--- config.mk ---
export PLATFORM = sky130hd
export DESIGN_NAME = fifo_rd_stream
export DESIGN_NICKNAME = d
export VERILOG_FILES = /design/src/rtl/fifo_rd_stream_pkg.sv /design/src/rtl/fifo_skid_reg.sv /design/src/rtl/fifo_rd_stream.sv
export SDC_FILE = /design/constraint.sdc
export NUM_CORES = 1
export LEC_CHECK = 0
export ABC_AREA = 1
export CORE_ASPECT_RATIO = 1.5
export CORE_MARGIN = 1.5
export CORE_UTILIZATION = 49
export DETAILED_ROUTE_END_ITERATION = 8
export GPL_TIMING_DRIVEN = 0
export PLACE_DENSITY_LB_ADDON = 0.08
export SLEW_MARGIN = 20
export SYNTH_ARGS = -nofsm -noshare
export SYNTH_HDL_FRONTEND = slang
export SYNTH_SLANG_ARGS = --single-unit
export TNS_END_PERCENT = 20
--- constraint.sdc ---
create_clock -name rclk -period 2.7 [get_ports rclk]
set_clock_uncertainty 0.1 [all_clocks]
set_input_delay 0.54 -clock rclk [delete_from_list [all_inputs] [get_ports rclk]]
set_output_delay 0.54 -clock rclk [all_outputs]
set_load 0.1 [all_outputs]
--- src/rtl/fifo_rd_stream_pkg.sv ---
// rtl/fifo_rd_stream_pkg.sv - shared state encoding for the FIFO read-side stream stage
package fifo_rd_stream_pkg;

    typedef enum logic [1:0] {
        ST_EMPTY = 2'd0,
        ST_ONE   = 2'd1,
        ST_TWO   = 2'd2
    } rd_state_e;

endpackage

--- src/rtl/fifo_skid_reg.sv ---
// rtl/fifo_skid_reg.sv - two-entry head/skid storage with load and shift controls
module fifo_skid_reg #(
    parameter int DATA_WIDTH = 8
) (
    input  logic                  clk,
    input  logic                  rst_n,
    input  logic [DATA_WIDTH-1:0] din,
    input  logic                  load_h,
    input  logic                  shift_h,
    input  logic                  load_s,
    output logic [DATA_WIDTH-1:0] h_data,
    output logic [DATA_WIDTH-1:0] s_data
);

    logic [DATA_WIDTH-1:0] h_q, h_d;
    logic [DATA_WIDTH-1:0] s_q, s_d;

    // Shift into head takes the old skid value, so a simultaneous load_s refills skid.
    always_comb begin
        h_d = h_q;
        s_d = s_q;
        if (load_h) begin
            h_d = din;
        end else if (shift_h) begin
            h_d = s_q;
        end
        if (load_s) begin
            s_d = din;
        end
    end

    always_ff @(posedge clk or negedge rst_n) begin
        if (!rst_n) begin
            h_q <= '0;
            s_q <= '0;
        end else begin
            h_q <= h_d;
            s_q <= s_d;
        end
    end

    assign h_data = h_q;
    assign s_data = s_q;

endmodule

--- src/rtl/fifo_rd_stream.sv ---
// rtl/fifo_rd_stream.sv - converts FIFO rinc/rempty pops into a registered valid/ready stream
module fifo_rd_stream
    import fifo_rd_stream_pkg::*;
#(
    parameter int DATA_WIDTH = 8,
    parameter int CNT_WIDTH  = 16
) (
    input  logic                  rclk,
    input  logic                  rrst_n,
    input  logic                  rempty,
    input  logic [DATA_WIDTH-1:0] rdata,
    output logic                  rinc,
    input  logic                  flush,
    output logic                  m_valid,
    input  logic                  m_ready,
    output logic [DATA_WIDTH-1:0] m_data,
    output logic [1:0]            occupancy,
    output logic [CNT_WIDTH-1:0]  pop_count
);

    rd_state_e             state_q, state_d;
    logic [CNT_WIDTH-1:0]  pop_count_q, pop_count_d;
    logic                  take;
    logic                  load_h, shift_h, load_s;
    logic [DATA_WIDTH-1:0] s_data;

    // m_ready only reaches rinc (and only when full), never m_data.
    assign rinc    = ~rempty & ~flush & ((state_q != ST_TWO) | m_ready);
    assign m_valid = (state_q != ST_EMPTY);
    assign take    = m_valid & m_ready;

    always_comb begin
        state_d     = state_q;
        load_h      = 1'b0;
        shift_h     = 1'b0;
        load_s      = 1'b0;
        pop_count_d = pop_count_q + CNT_WIDTH'(take);
        case (state_q)
            ST_EMPTY: begin
                if (rinc) begin
                    load_h  = 1'b1;
                    state_d = ST_ONE;
                end
            end
            ST_ONE: begin
                if (rinc && !take) begin
                    load_s  = 1'b1;
                    state_d = ST_TWO;
                end else if (rinc && take) begin
                    load_h  = 1'b1;
                end else if (take) begin
                    state_d = ST_EMPTY;
                end
            end
            ST_TWO: begin
                if (take) begin
                    shift_h = 1'b1;
                    if (rinc) begin
                        load_s = 1'b1;
                    end else begin
                        state_d = ST_ONE;
                    end
                end
            end
            default: state_d = ST_EMPTY;
        endcase
        if (flush) begin
            state_d = ST_EMPTY;
        end
    end

    always_ff @(posedge rclk or negedge rrst_n) begin
        if (!rrst_n) begin
            state_q     <= ST_EMPTY;
            pop_count_q <= '0;
        end else begin
            state_q     <= state_d;
            pop_count_q <= pop_count_d;
        end
    end

    fifo_skid_reg #(
        .DATA_WIDTH(DATA_WIDTH)
    ) u_skid (
        .clk    (rclk),
        .rst_n  (rrst_n),
        .din    (rdata),
        .load_h (load_h),
        .shift_h(shift_h),
        .load_s (load_s),
        .h_data (m_data),
        .s_data (s_data)
    );

    assign occupancy = state_q;
    assign pop_count = pop_count_q;

endmodule

* Yosys cells after proc, flatten, opt, wreduce, memory -nomap -nowiden *
Cells that the tools add are included.

operators by class
  add/subtract/negate cells = 1
  eq/ne operators = 8
  multiplexer cells = 19
  bitwise gates (word level) = 6
  reduce and logical (&&, ||, !) cells = 7

operators by type and width
  operator                                             number
  adder 16 x 1 -> 16 bit                               1
  two-way mux 8 bit                                    2
  two-way mux 2 bit                                    7
  inequality test 3 bit, second input constant         3
  inequality test 4 bit, second input constant         2
  two-way mux 1 bit                                    7
  case mux 2 bit (3 select lines)                      1
  AND reduction 5 bit                                  1
  case mux 1 bit (2 select lines)                      2
  nonzero test 2 bit                                   2
  bitwise AND 1 bit                                    3
  equality test 2 x 1 -> 1 bit, second input constant  1
  equality test 2 bit, second input constant           1
  logical AND 1 bit                                    2
  logical NOT 2 bit                                    1
  inequality test 2 bit, second input constant         1
  NOT 1 bit                                            2
  logical NOT 1 bit                                    1
  bitwise OR 1 bit                                     1

storage, ports and cells
  register bits = 34
  bits of input ports = 13
  output and inout bits = 28
  logic and storage cells = 45

* Logic depth before layout (Yosys ltp) *
Gate-level depths: netlist of run 1.

  depth in word-level cells = 8
  gate-level depth with buffers = 12
  gate-level depth less buffers = 12

* By module *
From an unflattened synthesis of run 1, not the netlist that was laid out.

second synthesis, totals
  cell total of the unflattened synthesis = 209
  area total of the unflattened synthesis = 1744.2 um^2

by module, submodules not included
  module          instances  cells each  area each (um^2)  seq. area each (um^2)
  fifo_rd_stream  1          116         1014.7            450.4
  fifo_skid_reg   1          93          729.4             400.4

* Least setup slack after synthesis of run 1 *
No wires, ideal clock.

  path kind = register -> register
  from = register state_q[0] (netlist: occupancy[0])
  to = register pop_count_q[14] (netlist: pop_count[14])
  setup time = 0.162 ns
  arrival time = 2.929 ns
  required time = 2.438 ns
  path slack = -0.491 ns
  stages on the path, launching flop included = 13
  path buffers = 0
  period minus slack after synthesis = 3.191 ns
  cell sequence = dfrtp_1 inv_1 ha_1 inv_2 nand2_4 inv_2 ha_1 ha_1 nand2_1 nor2_2 nand3_1 nor2_1 xor2_1

between the ends
  word-level cells in the longest chain between the ends = 3

ends and longest elaborated chain
  what                    RTL line              source
  start, declared         fifo_rd_stream.sv:21  rd_state_e state_q, state_d;
  start signal, assigned  fifo_rd_stream.sv:77  state_q <= state_d;
  nonzero test 2 bit      fifo_rd_stream.sv:29  assign m_valid = (state_q != ST_EMPTY);
  net m_valid             fifo_rd_stream.sv:14  output logic m_valid,
  bitwise AND 1 bit       fifo_rd_stream.sv:30  assign take = m_valid & m_ready;
  adder 16 x 1 -> 16 bit  fifo_rd_stream.sv:37  pop_count_d = pop_count_q + CNT_WIDTH'(take);
  net pop_count_d[14]     fifo_rd_stream.sv:22  logic [CNT_WIDTH-1:0] pop_count_q, pop_count_d;
  end signal, assigned    fifo_rd_stream.sv:78  pop_count_q <= pop_count_d;
  end, declared           fifo_rd_stream.sv:22

The timed path passes the listed nets, and every way through them passes these cells.
A chain may end at the register's enable or synchronous reset.

* Worst setup path after layout of run 1 *
  from = register state_q[0] (netlist: occupancy[0])
  to = output port m_valid

between the ends
  word-level cells in the longest chain between the ends = 1

ends and longest elaborated chain
  what                RTL line
  nonzero test 2 bit  fifo_rd_stream.sv:29
  end, declared       fifo_rd_stream.sv:14

No other way between the ends.

==> impl_metrics.yaml, run 1 <==
yosys:
  synthXorXnorAreaFrac_pct: 6.03
  yosysTopAreaCell: "dfrtp_1"
  synth_area_um2: 1740
  ys_seq_elements: 34
  async_flop_share_pct: 100
  synth_most_common_cell: "nand2_1"
  yosys.area_share.simple_pct: 34.1
  synth.top_cell.area_share_pct: 48.9
  synth_mux_area_share_pct: 0
  synth.distinct_cells: 24
  synth-edff-count: 0
  postSynthCellCount: 193
  synthTopCellsByCount: "nand2_1 (47), dfrtp_1 (34), nand3_1 (25)"
  avgSynthCellArea_um2: 9.02
  synth-adder-area-share_pct: 3.59
  ys_warn_count: 0
  synth_fp_nets: 211
  synth_top_family_by_area: "simple AND/OR/NAND/NOR gates"
  synth_flop_cell: "dfrtp_1"
  synth_compound_area_share_pct: 1.65
  synth.area.top_cells: "dfrtp_1 (49%), nand2_1 (10%), nand4_1 (7.9%)"
  seq_area_frac_synth_pct: 48.9
place:
  globalplace.congestion: 0.815
  port_buffers: 40
  dpl_cell_area_um2: 2230
  dp.final_hpwl_um: 2960
timing:
  holdWs_ps: 66.3
  maxSlewViolCount: 0
  rsz0062_at_grt: "no"
  fin_crit_ps: 2630
  fmax_mhz: 381
  finalSetupViolations: 0
  finalHoldViolCount: 0
  max_slew_margin_pct: 34.9
  post-route-period-util_pct: 97.3
  tightestPinTransition_ps: 973
clock_network:
  cts_tree: "built"
  cts_buffers: 5
  clk_path_buf_depth: 2
  cts_root_buffer: "clkbuf_8"
  clkLatencyLatePin_ps: 280
  clk_pin_slew_worst_paths_ps: 70
  cts_sinks: 34
  htreeDepth: 2
route:
  viasPerCell: 5.37
  wl_um: 3890
  drc: 0
  wl_per_cell_um: 13.8
  antenna_left: 0
  dr.pass1.iters: 4
  route.vias.total: 1519
  drtIter0Drc: 60
setup_path:
  path_delay_family: "buffers and inverters"
  reg2reg_from: "occupancy[0]"
  r2r_end: "pop_count[14]"
  arrival_ps: 1990
  slowest_stage: "dlygate4sd2_1"
  start_kind: "register"
  cp_cell_sequence: "inv_1 > ha_1 > inv_4 > dlygate4sd2_1"
  cp-startpoint: "occupancy[0]"
  cp_max_fo: 4
  critical_path_class: "reg2out"
  rr_worst_depth: 12
  rrSetupSlack_ps: 450
  end_kind: "output port"
  path_depth: 4
  endpoint: "m_valid"
  worst-path-buf-inv: 3
  required_ps: 2060
  max_stage_delay_ps: 850
finish:
  fillers: 305
  final_nets: 259
  diodes: 0
  drive_gt1_share_pct: 12.4
  syn_to_final_growth_pct: 34.3
  final_cell_area_um2: 2340
power_and_ir_drop:
  fin_total_pwr_w: 0.00282
  switching_share_pct: 52.9
  pwr-share-clk_pct: 16.8
  p_leak_nw: 1.13
  power.share.combinational_pct: 54.6
  powerDensity_nw_per_um2: 1200
  seq_power_share_pct: 28.6
  worst_ir_drop_vdd_uv: 1040
  switchingPower_w: 0.00149
  p_int_w: 0.00133
die:
  rows: 26
  die_area_um2: 3930
  die_x_um: 51.7
  coreArea_um2: 3420
  die_height_um: 76.0
  io_pins: 41
  initial_core_util_pct: 51.0
grt:
  grt_antenna_before_repair: 0
  grt_start_max_net_pins: 22
  grt_pass1_wl_um: 6820
  grt_usage_pct: 22.7
  overflow: 0
  first_global_vias: 1455
outcome:
  status: "finished, final reports clean"
worst_hold_path:
  hp-class: "in2async"
flow_run:
  drv_cap: 0
state kept, by name, summed over array words and instances (netlist names):
signal         flops
occupancy          2
u_skid.h_data      8
u_skid.s_data      8
pop_count         16
power groups by stage:
| stage | registers [W] | logic (W) | clock network (W) |
|---|---|---|---|
| after global routing | 0.000826 | 0.00162 | 0.000507 |
| after CTS | 0.000803 | 0.00155 | 0.000486 |
| final | 0.000806 | 0.00154 | 0.000473 |
| after global placement | 0.000802 | 0.00153 | 0 |
| after floorplan | 0.00156 | 0.000415 | 0 |
| after detailed placement | 0.000810 | 0.00155 | 0 |
through the flow:
stage	setup TNS [ps]	setup WS, ps	util, %	cells
final	0	72.6	68.5	283
after global routing	0	23.1	68.5	283
after CTS	0	55.5	68.5	283
after detailed placement	-459	-459	65.2	276
after global placement	-458	-458	64.5	275
after floorplan	0	57.8	-	193
metal layers:
metal  routed length (um)  global-route usage (%)  part of all wire [%]
met1                 1550                    27.0                    40
met2                 2100                    39.0                    54
met3                  163                    3.53                   4.2
met4                   82                    10.3                   2.1
met5                    0                       0                     0
timing repair:
| action | in CTS | in global routing |
|---|---|---|
| hold buffers | 0 | 0 |
| buffers inserted | 0 | 0 |
| resized for setup | 4 | 0 |
| endpoints found under the setup margin | 2 | 0 |
kinds of logic after synthesis:
group / after synthesis
compound gates: 3
buf+inv: 24
fa+ha+maj: 5
flops: 34
simple gates: 115
xor+xnor: 12
area by class of cell:
type / instances / area (um2) / share of cell area (%)
buffer: 3 / 21.3 / 0.909
inverter: 21 / 81.3 / 3.48
tap: 42 / 52.6 / 2.25
clock inverter: 1 / 30.0 / 1.28
clock buffer: 6 / 82.6 / 3.53
timing repair buffer: 41 / 423 / 18.1
sequential: 34 / 858 / 36.7
multi-input combinational: 135 / 791 / 33.8
placed cells by master (no fill, tap or decap):
| cell | Yosys | layout |
|---|---|---|
| a21oi_1 | 1 | 1 |
| buf_16 | 0 | 1 |
| buf_2 | 1 | 2 |
| buf_6 | 1 | 1 |
| bufinv_16 | 0 | 1 |
| clkbuf_2 | 1 | 1 |
| clkbuf_8 | 0 | 6 |
| clkdlybuf4s15_2 | 0 | 1 |
| clkdlybuf4s50_1 | 0 | 37 |
| dfrtp_1 | 34 | 32 |
| dfrtp_4 | 0 | 2 |
| dlygate4sd2_1 | 0 | 1 |
| ha_1 | 5 | 5 |
| inv_1 | 18 | 18 |
| inv_2 | 3 | 2 |
| inv_4 | 0 | 1 |
| nand2_1 | 47 | 47 |
| nand2_2 | 2 | 2 |
| nand2_4 | 3 | 3 |
| nand3_1 | 25 | 25 |
| nand3_2 | 2 | 2 |
| nand4_1 | 22 | 22 |
| nor2_1 | 7 | 7 |
| nor2_2 | 1 | 1 |
| nor2_4 | 1 | 1 |
| nor2_8 | 1 | 1 |
| nor3_1 | 3 | 3 |
| nor3_2 | 1 | 1 |
| o21ai_4 | 1 | 1 |
| o21bai_1 | 1 | 1 |
| xnor2_1 | 2 | 2 |
| xor2_1 | 10 | 10 |
worst min path at each step:
stage | endpoint | slack [ps] | depth (start not counted)
CTS | pop_count[14] | 70 | 1
global route | pop_count[9] | 80 | 1
detailed placement | u_skid.s_data[2] | 360 | 2
finish | pop_count[12] | 70 | 1
global placement | u_skid.s_data[2] | 350 | 2
floorplan | pop_count[0] | 140 | 0
No activity file was read; power rests on OpenSTA's default activity.
==> run 2: changes to the inputs <==
--- a/config.mk
+++ b/config.mk
@@ -11,6 +11,7 @@
 export CORE_UTILIZATION = 49
 export DETAILED_ROUTE_END_ITERATION = 8
 export GPL_TIMING_DRIVEN = 0
+export HOLD_SLACK_MARGIN = 0.12
 export PLACE_DENSITY_LB_ADDON = 0.08
 export SLEW_MARGIN = 20
 export SYNTH_ARGS = -nofsm -noshare
==> run 2 against run 1 <==
  * Combinational power barely moved
  * Flip-flop and latch count is the same
  * Utilization is 0.29 points higher
  * Largest cell class unchanged
==> impl_metrics.yaml, run 2 (same netlist as run 1, synthesis figures left out) <==
outcome:
  status: "finished, final reports clean"
finish:
  largest_register_ffs: 16
  diodes: 0
  final_cell_area_um2: 2350
  final_cell_mix: "nand2_1 (47), clkdlybuf4s50_1 (37), dfrtp_1 (32)"
  final_nets: 260
  drive_gt1_share_pct: 12.4
  finalCoreUtilization_pct: 68.8
  final_common_cell: "nand2_1"
  syn_to_final_growth_pct: 34.9
setup_path:
  cp-startpoint: "occupancy[0]"
  end_kind: "output port"
  reg2reg_from: "occupancy[0]"
  start_kind: "register"
  critical_path_class: "reg2out"
  endpoint: "m_valid"
  rrSetupSlack_ps: 450
  cp_max_fo: 4
  arrival_ps: 1990
  r2r_end: "pop_count[14]"
  required_ps: 2060
  rr_worst_depth: 12
die:
  io_pins: 41
  coreArea_um2: 3420
  rows: 26
  die_area_um2: 3930
  die_height_um: 76.0
  die_x_um: 51.7
  initial_core_util_pct: 51.0
route:
  drtIter0Drc: 57
  wl_per_cell_um: 13.8
  dr.pass1.iters: 4
  viasPerCell: 5.39
  wl_um: 3910
  route.vias.total: 1531
  drc: 0
  antenna_left: 0
grt:
  overflow: 0
  grt_start_max_net_pins: 22
  grt_usage_pct: 22.8
  first_global_vias: 1467
  grt_antenna_before_repair: 0
  grt_pass1_wl_um: 6840
flow_run:
  drv_cap: 0
timing:
  finalSetupViolations: 0
  fmax_mhz: 381
  tns_ps: 0
  max_slew_margin_pct: 34.9
  setup_slack_ps: 72.5
  fin_crit_ps: 2630
  holdWs_ps: 375
  tightestPinTransition_ps: 973
  maxSlewViolCount: 0
  finalHoldViolCount: 0
  rsz0062_at_grt: "no"
  post-route-period-util_pct: 97.3
place:
  post-place-ws_ps: -459
  globalplace.congestion: 0.815
  port_buffers: 40
  dp.final_hpwl_um: 2960
  dpl_cell_area_um2: 2230
power_and_ir_drop:
  p_leak_nw: 1.13
  power.share.combinational_pct: 54.6
  switchingPower_w: 0.00149
  seq_power_share_pct: 28.6
  pwr-share-clk_pct: 16.7
  powerDensity_nw_per_um2: 1200
  worst_ir_drop_vdd_uv: 1040
  p_int_w: 0.00133
  switching_share_pct: 52.8
clock_network:
  cts_root_buffer: "clkbuf_8"
  clkLatencyLatePin_ps: 280
  clk_path_buf_depth: 2
  clk_pin_slew_worst_paths_ps: 70
  post_cts.repair.setup_buffers: 0
  cts_buffers: 5
  htreeDepth: 2
  cts_sinks: 34
  cts_tree: "built"
worst_hold_path:
  hp-class: "reg2reg"
-- run 2: cell type report --
type / instances / area (um2)
multi-input cells: 135 / 791
clock buffers: 6 / 82.6
well taps: 42 / 52.6
plain buffers: 3 / 21.3
repair buffers: 42 / 433
fillers: 304 / 1070
inverters: 21 / 81.3
flip-flops and latches: 34 / 858
clock inverters: 1 / 30.0
-- run 2: routing by layer --
metal	part of all wire, %	GRT usage, %	up-vias
met5	0	0	-
met4	2.1	10.3	0
met3	4.5	3.53	8
met2	54	39.2	47
met1	40	27.0	735
li1	-	-	741
-- run 2: power groups by stage --
stage / combinational, W / clock, W / sequential (W)
floorplan: 0.000415 / 0 / 0.00156
global placement: 0.00153 / 0 / 0.000802
detailed placement: 0.00155 / 0 / 0.000810
CTS: 0.00155 / 0.000486 / 0.000803
global route: 0.00162 / 0.000507 / 0.000826
finish: 0.00154 / 0.000472 / 0.000807
-- run 2: worst min path at each step --
stage	start	to	cells after the start
global route	u_skid.s_data[5]	u_skid.s_data[5]	2
floorplan	rrst_n	pop_count[0]	0
CTS	u_skid.s_data[2]	u_skid.s_data[2]	2
detailed placement	u_skid.s_data[2]	u_skid.s_data[2]	2
finish	u_skid.s_data[7]	u_skid.s_data[7]	2
global placement	u_skid.s_data[2]	u_skid.s_data[2]	2
-- run 2: critical path: stages, from the launching register on --
cell and delay, ps:
dfrtp_4 430, inv_1 60, ha_1 270, inv_4 100, dlygate4sd2_1 850
-- run 2: repair_timing --
item,in CTS,in global routing
hold buffers,1,0
gates resized for setup,4,0
endpoints found under the hold margin,13,0
setup endpoints to repair,2,0
-- run 2: metrics by stage --
step | total power [W] | cells
final | 0.00282 | 284
after global routing | 0.00295 | 284
after CTS | 0.00284 | 284
after detailed placement | 0.00236 | 276
after global placement | 0.00233 | 275
after floorplan | 0.00198 | 193
==> run 3: changes to the inputs <==
--- a/config.mk
+++ b/config.mk
@@ -10,10 +10,11 @@
 export CORE_MARGIN = 1.5
 export CORE_UTILIZATION = 49
 export DETAILED_ROUTE_END_ITERATION = 8
+export GPL_ROUTABILITY_DRIVEN = 0
 export GPL_TIMING_DRIVEN = 0
 export HOLD_SLACK_MARGIN = 0.12
 export PLACE_DENSITY_LB_ADDON = 0.08
-export SLEW_MARGIN = 20
+export SLEW_MARGIN = 25
 export SYNTH_ARGS = -nofsm -noshare
 export SYNTH_HDL_FRONTEND = slang
 export SYNTH_SLANG_ARGS = --single-unit
==> results of run 3 <==
The final DEF is identical to that of run 2; final timing and power are the same.
